File: src/rtl/wb_regfile_if.sv
// Bundle of the write-back stage signals. The master side is the MEM/WB register
// together with the decode read ports. The slave side is wb_regfile.
interface wb_regfile_if #(
  parameter int DATA_W = 32,
  parameter int CNT_W  = 32
);
  logic              regwrite_in;
  logic              memtoreg_in;
  logic [DATA_W-1:0] read_data_in;
  logic [DATA_W-1:0] alu_result_in;
  logic [4:0]        write_reg_in;
  logic [4:0]        rs_addr;
  logic [4:0]        rt_addr;
  logic [DATA_W-1:0] rs_data;
  logic [DATA_W-1:0] rt_data;
  logic [DATA_W-1:0] wb_data;
  logic              wb_we;
  logic [4:0]        wb_reg;
  logic [CNT_W-1:0]  retire_count;

  modport master (
    output regwrite_in, memtoreg_in, read_data_in, alu_result_in, write_reg_in,
           rs_addr, rt_addr,
    input  rs_data, rt_data, wb_data, wb_we, wb_reg, retire_count
  );

  modport slave (
    input  regwrite_in, memtoreg_in, read_data_in, alu_result_in, write_reg_in,
           rs_addr, rt_addr,
    output rs_data, rt_data, wb_data, wb_we, wb_reg, retire_count
  );
endinterface

File: src/rtl/wb_regfile.sv
// MIPS write-back stage with a 32-entry register file. It provides two combinational
// read ports with write-through bypass and counts committed writes.
module wb_regfile #(
  parameter int DATA_W = 32,
  parameter int CNT_W  = 32
) (
  input logic          clk,
  input logic          reset,
  wb_regfile_if.slave  bus
);
  localparam int NUM_RD = 2;

  logic [DATA_W-1:0]             regs_q [32];
  logic [DATA_W-1:0]             regs_d [32];
  logic [CNT_W-1:0]              cnt_q, cnt_d;
  logic [DATA_W-1:0]             wb_data;
  logic                          wb_we;
  logic [NUM_RD-1:0][4:0]        raddr;
  logic [NUM_RD-1:0][DATA_W-1:0] rdata;

  // wb_we is gated by reset, so the state update below never sees a write during reset.
  always_comb begin
    wb_data = bus.memtoreg_in ? bus.read_data_in : bus.alu_result_in;
    wb_we   = bus.regwrite_in & (bus.write_reg_in != 5'd0) & ~reset;
  end

  always_comb begin
    regs_d = regs_q;
    if (wb_we) regs_d[bus.write_reg_in] = wb_data;
    cnt_d = cnt_q + CNT_W'(wb_we);
  end

  // Port 0 is rs and port 1 is rt. A same-cycle write to the addressed register is bypassed.
  always_comb begin
    raddr = {bus.rt_addr, bus.rs_addr};
    for (int p = 0; p < NUM_RD; p++) begin
      rdata[p] = '0;
      if (!reset && raddr[p] != 5'd0) begin
        if (wb_we && raddr[p] == bus.write_reg_in) rdata[p] = wb_data;
        else                                       rdata[p] = regs_q[raddr[p]];
      end
    end
  end

  always_ff @(posedge clk) begin
    if (reset) begin
      for (int i = 0; i < 32; i++) regs_q[i] <= '0;
      cnt_q <= '0;
    end else begin
      regs_q <= regs_d;
      cnt_q  <= cnt_d;
    end
  end

  assign bus.wb_data      = wb_data;
  assign bus.wb_we        = wb_we;
  assign bus.wb_reg       = bus.write_reg_in;
  assign bus.rs_data      = rdata[0];
  assign bus.rt_data      = rdata[1];
  assign bus.retire_count = cnt_q;
endmodule
File: src/flat_wrapper.sv
// flat-port wrapper written by rule: the top's interface ports become plain ports
module wb_regfile_flat 
#(
  parameter int DATA_W = 32,
  parameter int CNT_W  = 32
)
  (clk, reset, bus_regwrite_in, bus_memtoreg_in, bus_read_data_in, bus_alu_result_in, bus_write_reg_in, bus_rs_addr, bus_rt_addr, bus_rs_data, bus_rt_data, bus_wb_data, bus_wb_we, bus_wb_reg, bus_retire_count);
  wb_regfile_if #(.DATA_W(DATA_W), .CNT_W(CNT_W)) bus_i ();
  input logic clk;
  input logic reset;
  input wire logic [$bits(bus_i.regwrite_in)-1:0] bus_regwrite_in;
  input wire logic [$bits(bus_i.memtoreg_in)-1:0] bus_memtoreg_in;
  input wire logic [$bits(bus_i.read_data_in)-1:0] bus_read_data_in;
  input wire logic [$bits(bus_i.alu_result_in)-1:0] bus_alu_result_in;
  input wire logic [$bits(bus_i.write_reg_in)-1:0] bus_write_reg_in;
  input wire logic [$bits(bus_i.rs_addr)-1:0] bus_rs_addr;
  input wire logic [$bits(bus_i.rt_addr)-1:0] bus_rt_addr;
  output wire logic [$bits(bus_i.rs_data)-1:0] bus_rs_data;
  output wire logic [$bits(bus_i.rt_data)-1:0] bus_rt_data;
  output wire logic [$bits(bus_i.wb_data)-1:0] bus_wb_data;
  output wire logic [$bits(bus_i.wb_we)-1:0] bus_wb_we;
  output wire logic [$bits(bus_i.wb_reg)-1:0] bus_wb_reg;
  output wire logic [$bits(bus_i.retire_count)-1:0] bus_retire_count;
  assign bus_i.regwrite_in = bus_regwrite_in;
  assign bus_i.memtoreg_in = bus_memtoreg_in;
  assign bus_i.read_data_in = bus_read_data_in;
  assign bus_i.alu_result_in = bus_alu_result_in;
  assign bus_i.write_reg_in = bus_write_reg_in;
  assign bus_i.rs_addr = bus_rs_addr;
  assign bus_i.rt_addr = bus_rt_addr;
  assign bus_rs_data = bus_i.rs_data;
  assign bus_rt_data = bus_i.rt_data;
  assign bus_wb_data = bus_i.wb_data;
  assign bus_wb_we = bus_i.wb_we;
  assign bus_wb_reg = bus_i.wb_reg;
  assign bus_retire_count = bus_i.retire_count;
  wb_regfile #(.DATA_W(DATA_W), .CNT_W(CNT_W)) u_core (.clk(clk), .reset(reset), .bus(bus_i));
endmodule
File: config.mk
export PLATFORM = sky130hd
export DESIGN_NAME = wb_regfile_flat
export DESIGN_NICKNAME = d
export VERILOG_FILES = /design/src/rtl/wb_regfile_if.sv /design/src/rtl/wb_regfile.sv /design/src/flat_wrapper.sv
export SDC_FILE = /design/constraint.sdc
export NUM_CORES = 2
export LEC_CHECK = 0
export BUFFER_PORTS_ARGS = -buffer_cell sky130_fd_sc_hd__buf_2
export CORE_MARGIN = 2
export CORE_UTILIZATION = 48
export CTS_BUF_LIST = sky130_fd_sc_hd__clkbuf_2
export DETAILED_ROUTE_END_ITERATION = 16
export PLACE_DENSITY_LB_ADDON = 0.25
export SYNTH_ARGS = -nofsm -noshare
export SYNTH_HDL_FRONTEND = slang
export SYNTH_SLANG_ARGS = --single-unit
File: constraint.sdc
create_clock -name clk -period 2.3 [get_ports clk]
set_clock_uncertainty 0.2 [all_clocks]
set_input_delay 0.115 -clock clk [delete_from_list [all_inputs] [get_ports clk]]
set_output_delay 0.115 -clock clk [all_outputs]
set_load 0.1 [all_outputs]
==> summary.md <==
| Metric | Value |
|---|---|
| Die Y | between 300 and 400 µm |
| Layout Nets | 5,776 |
| CP arrival | around 3400 ps |
| Clock Sinks | roughly 1,100 |
| DRC Markers | 0 |
| Initial core utilization | 48.4% |
| PwrDens | around 550 mW/mm² |
| Min Hold Slack | -181 ps |
| Worst hold path depth | 11 |
| Critical Path Fanout Max | 3 |
| Period utilization | 163% |
| Clk buf depth | 4 |
| Tot GR Track Use | about a third |
| Status | finished, violations left |
| Slowest-stage cell, CP | mux4_2 |
| Clk_lat worst skew | 1550 ps |
| Critical path depth | 6 |
| Post-route setup slack | -1460 ps |
| Largest net degree at the start of global routing | 218 |
| Mean Syn Cell Area | roughly 11 µm² |
| Vias in the first global route | around 46,000 |
| Post-synthesis sequential area ratio | 40.1% |
| Initial DRC count | roughly 5,600 |
| Depth of the CTS H-tree | 5 |
| Crit path launch type | flip-flop |
| Fin cells | approximately 7,300 |
| Antenna violations before repair | 4 |
| Critical R2R Launch | u_core.bus.retire_count[0] |
| Main combinational cell family by area after synthesis | multiplexers |
| Simple-Gate Fraction of Synth Area | 10.4% |
| CP Class | reg2out |
| CTS tree | built |
| Worst r2r dst | u_core.bus.retire_count[5] |
| Max Cap Viol | 0 |
| Port buffer count | roughly 220 |
| Commonest cells after routing, fill and taps aside | nor2_1 (1,024), a211oi_1 (1,024), dfxtp_1 (925) |
| Synth Area in Compound Gates | between 10% and 20% |
| Routability cong. | ~0.9 |
| Crit path top cell by count | mux4_2 |
| Reg2Reg Depth | 7 |
| Worst Setup EP | bus_rt_data[25] |
| P&R area growth vs syn | 30.2% |
| Num rows | 121 |
| CP required | just under 2000 ps |
| DR vias/cell | 6.55 |
| Util after Layout | 63.0% |
| Worst-Margin Slew | roughly 1300 ps |
| Relative slew margins | 14.6% |
| Total gr overflow | 0 |
| Post-synthesis adder-cell area fraction | less than 1% |
| P_leak | about 24 nW |
| Crit-path max cell delay | 490 ps |
| Post-Syn Nets | 5,082 |
| Setup-failing EPs final | between 300 and 400 |
| Crit path cell chain | mux4_2, mux4_2, nor2b_1, buf_4, o32ai_4, buf_12 |
| Clock transition at path regs | roughly 110 ps |
| Placed wire-length estimate | approximately 120,000 µm |
| Synth Register Bits | ~1,100 |
| Post-Synth XOR/XNOR Area | less than 1% |
| Top cell type's share of synthesized area | around two fifths |
| Cell family contributing the most delay on the critical path | multiplexers |
| Worst setup EP type | output port |
| Violated checks | hold timing, setup timing |
| Final hold violations | 17 |
| Die X | approximately 340 µm |
| Peak supply drop | between 300 and 400 µV |
| R2r setup slk | approximately 70 ps |
| Unrepaired setup endpoints after global routing | yes |
| Yosys warnings | 0 |
| Slew Limit Fails | 0 |
| Synth top area cells | dfxtp_1 (40%), mux4_2 (22%), a211oi_1 (15%) |
| Synth cell types | 39 |
| Die area | approximately 0.11 mm² |
| I/O pin count | approximately 220 |
| Placed cell count | between 6,000 and 7,000 |
| CTS Buf Count | 300 |
| Hold crit path type | in2reg |
| Largest area contributor in the netlist | dfxtp_1 |
| Share of layout cells above drive strength 1 | a little under two fifths |
| Post-Synthesis Cell Area | ~0.053 mm² |
| First drt pass iteration count | 7 |
| Via count | ~48,000 |
| Syn Inst Count | 4,996 |
| Buf+Inv Stages, Crit Path | 2 |
| WL final | around 200,000 µm |
| CP Launch Point | u_core.regs_q[153] |
| DRT antenna net count | 0 |
| Max Fclk | between 0.2 and 0.3 GHz |
| First-pass GRT wire length | 292,000 µm |
| Root cell of the clock tree | clkbuf_2 |
| Area of the core | 0.109 mm² |
| Avg WL per Cell | ~27 µm |
| Final min period | 3760 ps |
| Post-synthesis mux area share | approximately a quarter |
==> final cells by class <==
class / count / area, µm²
timing repair buffer: 1006 / 11700
sequential: 1056 / 21400
clock inverter: 50 / 230
inverter: 39 / 146
fill: 8384 / 40300
antenna: 6 / 15.0
multi-input combinational: 3287 / 31200
clock buffer: 435 / 2180
tap: 1414 / 1770
==> per-layer routing <==
layer  wire length [µm]  part of all wire (%)  global-route usage [%]  vias to the layer above
li1                   -                     -                       -                    20600
met1              78600                    39                    45.5                    23500
met2              90600                    45                    53.0                     3018
met3              20900                    10                    7.50                      654
met4              10100                   5.0                    16.5                        2
met5                 13                0.0065                       0                        -
==> per-stage QoR <==
step	area [µm²]	hold WS, ps	power (mW)	setup slack [ps]	TNS, ps
4_1_cts	67900	-579	38.0	-1600	-106940
5_1_grt	68600	-212	39.4	-1600	-131070
3_5_place_dp	62000	269	24.6	-452	-22500
2_1_floorplan	54200	242	22.4	-373	-22640
3_3_place_gp	62000	269	24.6	-427	-21870
6_report	68600	-181	38.1	-1460	-139670
==> worst min-delay path by stage <==
stage                                    from                           to  slack [ps]
after floorplan           bus_write_reg_in[0]                bus_wb_reg[0]         240
after global placement     u_core.regs_q[993]           u_core.regs_q[993]         270
after detailed placement  u_core.regs_q[1005]          u_core.regs_q[1005]         270
after CTS                               reset  u_core.bus.retire_count[27]        -580
after global routing                    reset  u_core.bus.retire_count[27]        -210
final                                   reset  u_core.bus.retire_count[27]        -180
==> worst reg2reg max path: cells and delay by family (launching register included) <==
kind                     cells  cell delay, ps
flip-flops                   1             370
adder cells (fa/ha/maj)      1             190
buffers and inverters        3             800
AO/OA/AOI/OAI                1             170
AND/OR/NAND/NOR              2             420
==> synthesized netlist by cell type <==
master and instances:
dfxtp_1 1056, a211oi_1 1054, nor2_1 1051, mux4_2 508, clkbuf_1 441, mux2i_1 164, buf_2 116, nor2b_1 106
a221oi_1 66, nand2b_1 65, a22o_1 62, o32ai_1 62, inv_1 38, buf_4 30, buf_6 22, xnor2_1 21
nand2_1 19, nand3_1 19, nor3_1 14, xor2_1 13, nor2_2 10, a21oi_1 7, nor4_1 7, mux2_2 6
buf_1 5, nand4_1 5, a22oi_1 4, and3_1 4, and2_1 3, and4_1 3, ha_1 3, o2111a_1 2
o2111ai_1 2, o21ai_0 2, or3_1 2, and3b_1 1, inv_2 1, nor3b_2 1, or2_2 1
==> what timing repair did <==
action	CTS	global route
cloned	0	8
pin swaps	65	17
buffers inserted	34	22
endpoints found under the setup margin	96	297
hold buffers	169	9
gates resized for setup	451	89
hold endpoints to repair	1056	393
==> cells by family after synthesis <==
kind of cell               after synthesis
and+or+nand+nor                       1311
AOI/OAI and AO/OA                     1261
DFF                                   1056
muxes                                  678
buffers and inverters                  653
xor gates and xnor gates                34
adders and majority gates                3
==> sequential cells by signal, indices dropped and copies added, names as in the netlist <==
register	count
u_core.bus.retire_count	32
u_core.regs_q	1024
==> power by group <==
group | leakage, nW | total, mW | switching [mW] | internal (mW)
combinational | 13.2 | 6.46 | 3.91 | 2.55
sequential | 8.59 | 18.5 | 0.100 | 18.4
clock | 1.93 | 13.1 | 8.06 | 5.08
total | 23.7 | 38.1 | 12.1 | 26.0
Power figures use the tool's default switching activity.
